--- config.mk ---
export PLATFORM = sky130hd
export DESIGN_NAME = mac_result_collector
export DESIGN_NICKNAME = d
export VERILOG_FILES = /design/src/rtl/mac_result_collector.sv
export SDC_FILE = /design/constraint.sdc
export NUM_CORES = 1
export LEC_CHECK = 0
export ABC_AREA = 1
export CAP_MARGIN = 20
export CORE_MARGIN = 2
export CORE_UTILIZATION = 55
export CTS_CLUSTER_SIZE = 10
export DETAILED_ROUTE_END_ITERATION = 12
export PLACE_DENSITY = 0.74
export RECOVER_POWER = 50
export SLEW_MARGIN = 20
export SYNTH_ARGS = -nofsm -noshare
export SYNTH_HDL_FRONTEND = slang
export SYNTH_SLANG_ARGS = --single-unit
export TNS_END_PERCENT = 10
--- constraint.sdc ---
create_clock -name clk -period 10.9 [get_ports clk]
set_input_delay 1.09 -clock clk [delete_from_list [all_inputs] [get_ports clk]]
set_output_delay 1.09 -clock clk [all_outputs]
set_load 0.05 [all_outputs]
--- src/rtl/mac_result_collector.sv ---
// Collects products from a fixed-latency multiplier, sums them into dot-product vectors,
// buffers finished vectors in a 2-entry FIFO and throttles the issuer so no product is dropped.
module mac_result_collector #(
    parameter int PW  = 64,
    parameter int AW  = 72,
    parameter int CW  = 8,
    parameter int LAT = 2
) (
    input  logic          clk,
    input  logic          rst,
    input  logic          issue_valid,
    input  logic          issue_last,
    output logic          issue_ready,
    input  logic [PW-1:0] P,
    output logic          out_valid,
    input  logic          out_ready,
    output logic [AW-1:0] out_sum,
    output logic [CW-1:0] out_count,
    output logic          out_ovf
);

    localparam int PCW = $clog2(LAT + 1) + 2;

    typedef enum logic {IDLE, ACCUM} state_t;

    state_t          state_q;
    logic [LAT-1:0]  tagValid_q, tagLast_q;
    logic            tagValid, tagLast;
    logic [AW-1:0]   pExt, accSum;
    logic [AW-1:0]   acc_q, acc_d;
    logic [CW-1:0]   cnt_q, cnt_d;
    logic            ovf_q, ovf_d;
    logic            push, pop;
    logic [AW-1:0]   sumMem_q [2];
    logic [CW-1:0]   cntMem_q [2];
    logic            ovfMem_q [2];
    logic            wrPtr_q, rdPtr_q;
    logic [1:0]      fifoCount_q;
    logic [PCW-1:0]  pend, occupancy;

    assign tagValid = tagValid_q[LAT-1];
    assign tagLast  = tagLast_q[LAT-1];
    assign pExt     = {{(AW-PW){P[PW-1]}}, P};
    assign accSum   = acc_q + pExt;

    always_ff @(posedge clk or posedge rst) begin
        if (rst) begin
            tagValid_q <= '0;
            tagLast_q  <= '0;
        end else begin
            for (int i = LAT - 1; i > 0; i--) begin
                tagValid_q[i] <= tagValid_q[i-1];
                tagLast_q[i]  <= tagLast_q[i-1];
            end
            tagValid_q[0] <= issue_valid & issue_ready;
            tagLast_q[0]  <= issue_last;
        end
    end

    // A new vector starts from the sign-extended product; later terms wrap and flag overflow.
    always_comb begin
        acc_d = acc_q;
        cnt_d = cnt_q;
        ovf_d = ovf_q;
        push  = 1'b0;
        if (tagValid) begin
            if (state_q == IDLE) begin
                acc_d = pExt;
                cnt_d = CW'(1);
                ovf_d = 1'b0;
            end else begin
                acc_d = accSum;
                ovf_d = ovf_q | ((acc_q[AW-1] == pExt[AW-1]) && (accSum[AW-1] != acc_q[AW-1]));
                if (&cnt_q) begin
                    ovf_d = 1'b1;
                end else begin
                    cnt_d = cnt_q + CW'(1);
                end
            end
            push = tagLast;
        end
    end

    always_ff @(posedge clk or posedge rst) begin
        if (rst) begin
            state_q <= IDLE;
            acc_q   <= '0;
            cnt_q   <= '0;
            ovf_q   <= 1'b0;
        end else begin
            acc_q <= acc_d;
            cnt_q <= cnt_d;
            ovf_q <= ovf_d;
            if (tagValid) begin
                state_q <= tagLast ? IDLE : ACCUM;
            end
        end
    end

    assign pop = out_valid & out_ready;

    // When full, a simultaneous push overwrites the slot being popped, so order is kept.
    always_ff @(posedge clk or posedge rst) begin
        if (rst) begin
            wrPtr_q     <= 1'b0;
            rdPtr_q     <= 1'b0;
            fifoCount_q <= 2'd0;
            for (int i = 0; i < 2; i++) begin
                sumMem_q[i] <= '0;
                cntMem_q[i] <= '0;
                ovfMem_q[i] <= 1'b0;
            end
        end else begin
            if (push) begin
                sumMem_q[wrPtr_q] <= acc_d;
                cntMem_q[wrPtr_q] <= cnt_d;
                ovfMem_q[wrPtr_q] <= ovf_d;
                wrPtr_q           <= ~wrPtr_q;
            end
            if (pop) begin
                rdPtr_q <= ~rdPtr_q;
            end
            case ({push, pop})
                2'b10:   fifoCount_q <= fifoCount_q + 2'd1;
                2'b01:   fifoCount_q <= fifoCount_q - 2'd1;
                default: fifoCount_q <= fifoCount_q;
            endcase
        end
    end

    assign out_valid = (fifoCount_q != 2'd0);
    assign out_sum   = out_valid ? sumMem_q[rdPtr_q] : '0;
    assign out_count = out_valid ? cntMem_q[rdPtr_q] : '0;
    assign out_ovf   = out_valid ? ovfMem_q[rdPtr_q] : 1'b0;

    // Every vector end still in flight must already own a FIFO slot.
    always_comb begin
        pend = '0;
        for (int i = 0; i < LAT; i++) begin
            pend = pend + PCW'(tagValid_q[i] & tagLast_q[i]);
        end
    end

    assign occupancy   = pend + PCW'(fifoCount_q);
    assign issue_ready = (occupancy < PCW'(2));

endmodule

==> results.yml <==
status:
  outcome: "finished, violations left"
  violations: "max-capacitance violations, max-slew violations"
detailed_routing:
  wl_met1_mm: 27.4
  top_layer_used: "met4"
  vias: 18100
  drtIter0Drc: 2089
  post_drt_wl_per_cell_um: 20.8
  dr_wl_met2_mm: 28.0
  wirelength_mm: 63.7
  drtAntennaViolNets: 0
  dr_wl_met3_mm: 6.60
  vias_per_cell: 5.92
  dr.pass1.iters: 6
  drcViolationCount: 0
synthesis:
  synth_compound_area_frac: 0.159
  syn_nets: 2682
  synth.most_common_cell: "nand2_1"
  syn_area_mm2: 0.0173
  synthTopCellsByCount: "nand2_1 (927), inv_1 (278), dfrtp_1 (252)"
  ys.warnings.count: 0
  synthSimpleGateAreaFrac: 0.321
  synth_xor_area_frac: 0.0147
  synth_edf_count: 0
  synth_top_family_by_area: "simple AND/OR/NAND/NOR gates"
  ys_seq_area_frac: 0.365
  async_flop_share: 1.00
  syn_avg_cell_area_um2: 6.81
  yosysUniqueCellTypes: 47
  yosys-mux-area-fraction: 0
  yosys.area.top_type: "dfrtp_1"
  synthTopCellsByArea: "dfrtp_1 (36%), nand2_1 (20%), inv_1 (6.0%)"
  synth_fa_ha_area_frac: 0.0547
  syn_inst: 2538
  netlist.area_leader.share: 0.365
  ys_ff_latch: 252
  ys.flop_type: "dfrtp_1"
sta:
  tns_ns: 0
  slew_viol_final: 564
  relSlewSlack: -2.35
  setup_violations: 0
  hold_violations: 0
  period_minus_slack_ns: 6.70
  whs_ns: 0.393
  max_clock_freq_mhz: 149
  worst_slew_pin_slew_ns: 5.02
  finClkSkew_ns: 0.0265
  rsz0062_at_grt: "no"
  finalCritPeriodShare: 0.614
power:
  power.density_mw_per_mm2: 367
  fin_total_pwr_mw: 7.30
  leakage_nw: 9.66
  peakVddDrop_mv: 0.329
min_path:
  hp-start: "tagValid_q[0]"
  min_path_type: "flip-flop to flip-flop"
clocking:
  clock-root-buffer: "clkbuf_16"
  clk_latency_ns: 0.59
  cts_hold_buf: 0
  cts_resized: 0
  cts_setup_buffers: 0
  cts_buffer_depth: 3
  h-tree-depth: 1
  path_clk_slew_ns: 0.06
  tritoncts: "done"
  clock-sinks: 252
  cts_inserted_buffers: 30
setup_path:
  startpoint: "tagValid_q[1]"
  path_cells: "nand2_1, nor2_4, clkbuf_1, clkinv_1, clkbuf_1, clkbuf_1, nand2_1, nand2_1"
  startpoint_type: "flip-flop"
  reg2reg_slack_ns: 4.20
  cp_max_fo: 63
  cp.depth: 8
  critPathCaptureType: "flip-flop"
  slowest_delay_ns: 2.30
  slowest_stage: "clkbuf_1"
  critPathArrivalTime_ns: 7.15
  required_ns: 11.36
  crit_family: "buffers and inverters"
  worst-r2r-cell-count: 8
  r2r_start: "tagValid_q[1]"
  r2r_end: "sumMem_q[116]"
  cp-endpoint: "sumMem_q[116]"
  crit_buf_inv: 4
  crit_type: "flip-flop to flip-flop"
floorplan:
  initial_core_util: 0.562
  num_io_pins: 152
  die_h_um: 181
  rows: 64
  dieArea_mm2: 0.0329
  fp.dieW_um: 181
  core-area_mm2: 0.0307
final_layout:
  fin_area_mm2: 0.0199
  multi_input_area_mm2: 0.00950
  final_util: 0.648
  nFillCells: 2741
  regArea_mm2: 0.00631
  nets: 2798
  syn_to_final_growth_pct: 15.2
  drive_gt1_frac: 0.0653
  antennaDiodeCount: 0
global_routing:
  grt_remaining_overflow: 0
  grt_pass1_wl_mm: 99.0
  grtUsageTotal: 0.387
  grt_pass1_vias: 17500
  antenna_found_initial: 0
  grt_max_degree: 115
flow_run:
  cap_viol_max_count: 10
placed_design:
  dpl_cell_area_mm2: 0.0191
  port_buffers: 151
  dp_hpwl_mm: 48.1
  gp_congestion: 1.05
==> cells in the final DEF (no fill, tap or decap), drive strengths merged <==
| master | count |
|---|---|
| clkinv | 8 |
| nand3 | 102 |
| a21oi | 201 |
| nor4 | 5 |
| a22o | 33 |
| clkbuf | 48 |
| dlygate4sd3 | 2 |
| buf | 6 |
| fa | 1 |
| o21a | 4 |
| o21ai | 156 |
| o211ai | 11 |
| o221ai | 13 |
| a31oi | 6 |
| or2 | 6 |
| a21o | 3 |
| o21bai | 26 |
| nor2 | 210 |
| nand2 | 961 |
| nand3b | 7 |
| inv | 300 |
| nand4 | 25 |
| o22ai | 1 |
| clkdlybuf4s50 | 149 |
| nor3 | 20 |
| clkinvlp | 1 |
| xnor2 | 24 |
| ha | 74 |
| a21boi | 3 |
| xor2 | 5 |
| dfrtp | 252 |
==> worst min path at each step <==
| stage | slack (ns) | cells past startpoint | end |
|---|---|---|---|
| floorplan | 0.35 | 0 | tagLast_q[1] |
| finish | 0.39 | 0 | tagValid_q[1] |
| CTS | 0.39 | 0 | tagValid_q[1] |
| global route | 0.41 | 0 | tagValid_q[1] |
| detailed placement | 0.36 | 0 | tagLast_q[1] |
| global placement | 0.36 | 0 | tagValid_q[1] |
==> power by group <==
group,internal [mW],switching [mW]
combinational,1.44,3.30
clock,0.521,0.398
sequential,1.37,0.277
==> through the flow <==
stage	instances	worst slack (ns)
after floorplan	2538	2.88
after global placement	3017	6.41
after detailed placement	3017	6.42
after CTS	3058	6.46
after global routing	3059	3.86
final	3059	4.20
==> final cells by class <==
| type | count | share of cell area |
|---|---|---|
| Clock inverter | 2 | 0.00195 |
| Multi-Input combinational cell | 1897 | 0.477 |
| Timing Repair Buffer | 166 | 0.0799 |
| Inverter | 307 | 0.0579 |
| Sequential cell | 252 | 0.317 |
| Tap cell | 396 | 0.0249 |
| Clock buffer | 39 | 0.0414 |
==> metal layers <==
layer,vias up,track usage
met4,0,0.0963
met5,-,0
met2,972,0.603
met3,95,0.0649
met1,8689,0.563
li1,8338,-
==> flip-flops by register name, indices dropped and copies added, names as in the netlist, 2 cells and up <==
register and cells:
sumMem_q 144, acc_q 72, cntMem_q 16, cnt_q 8, fifoCount_q 2, ovfMem_q 2, tagLast_q 2, tagValid_q 2
==> cells by family (layout without fill, tap and decap cells) <==
logic type,count (synthesis),after routing
AND/OR/NAND/NOR,1336,1336
AO/OA/AOI/OAI,457,457
flip-flops,252,252
adder cells (fa/ha/maj),75,75
buffers and inverters,389,514
XOR/XNOR,29,29
No activity file was read; power rests on OpenSTA's default activity.
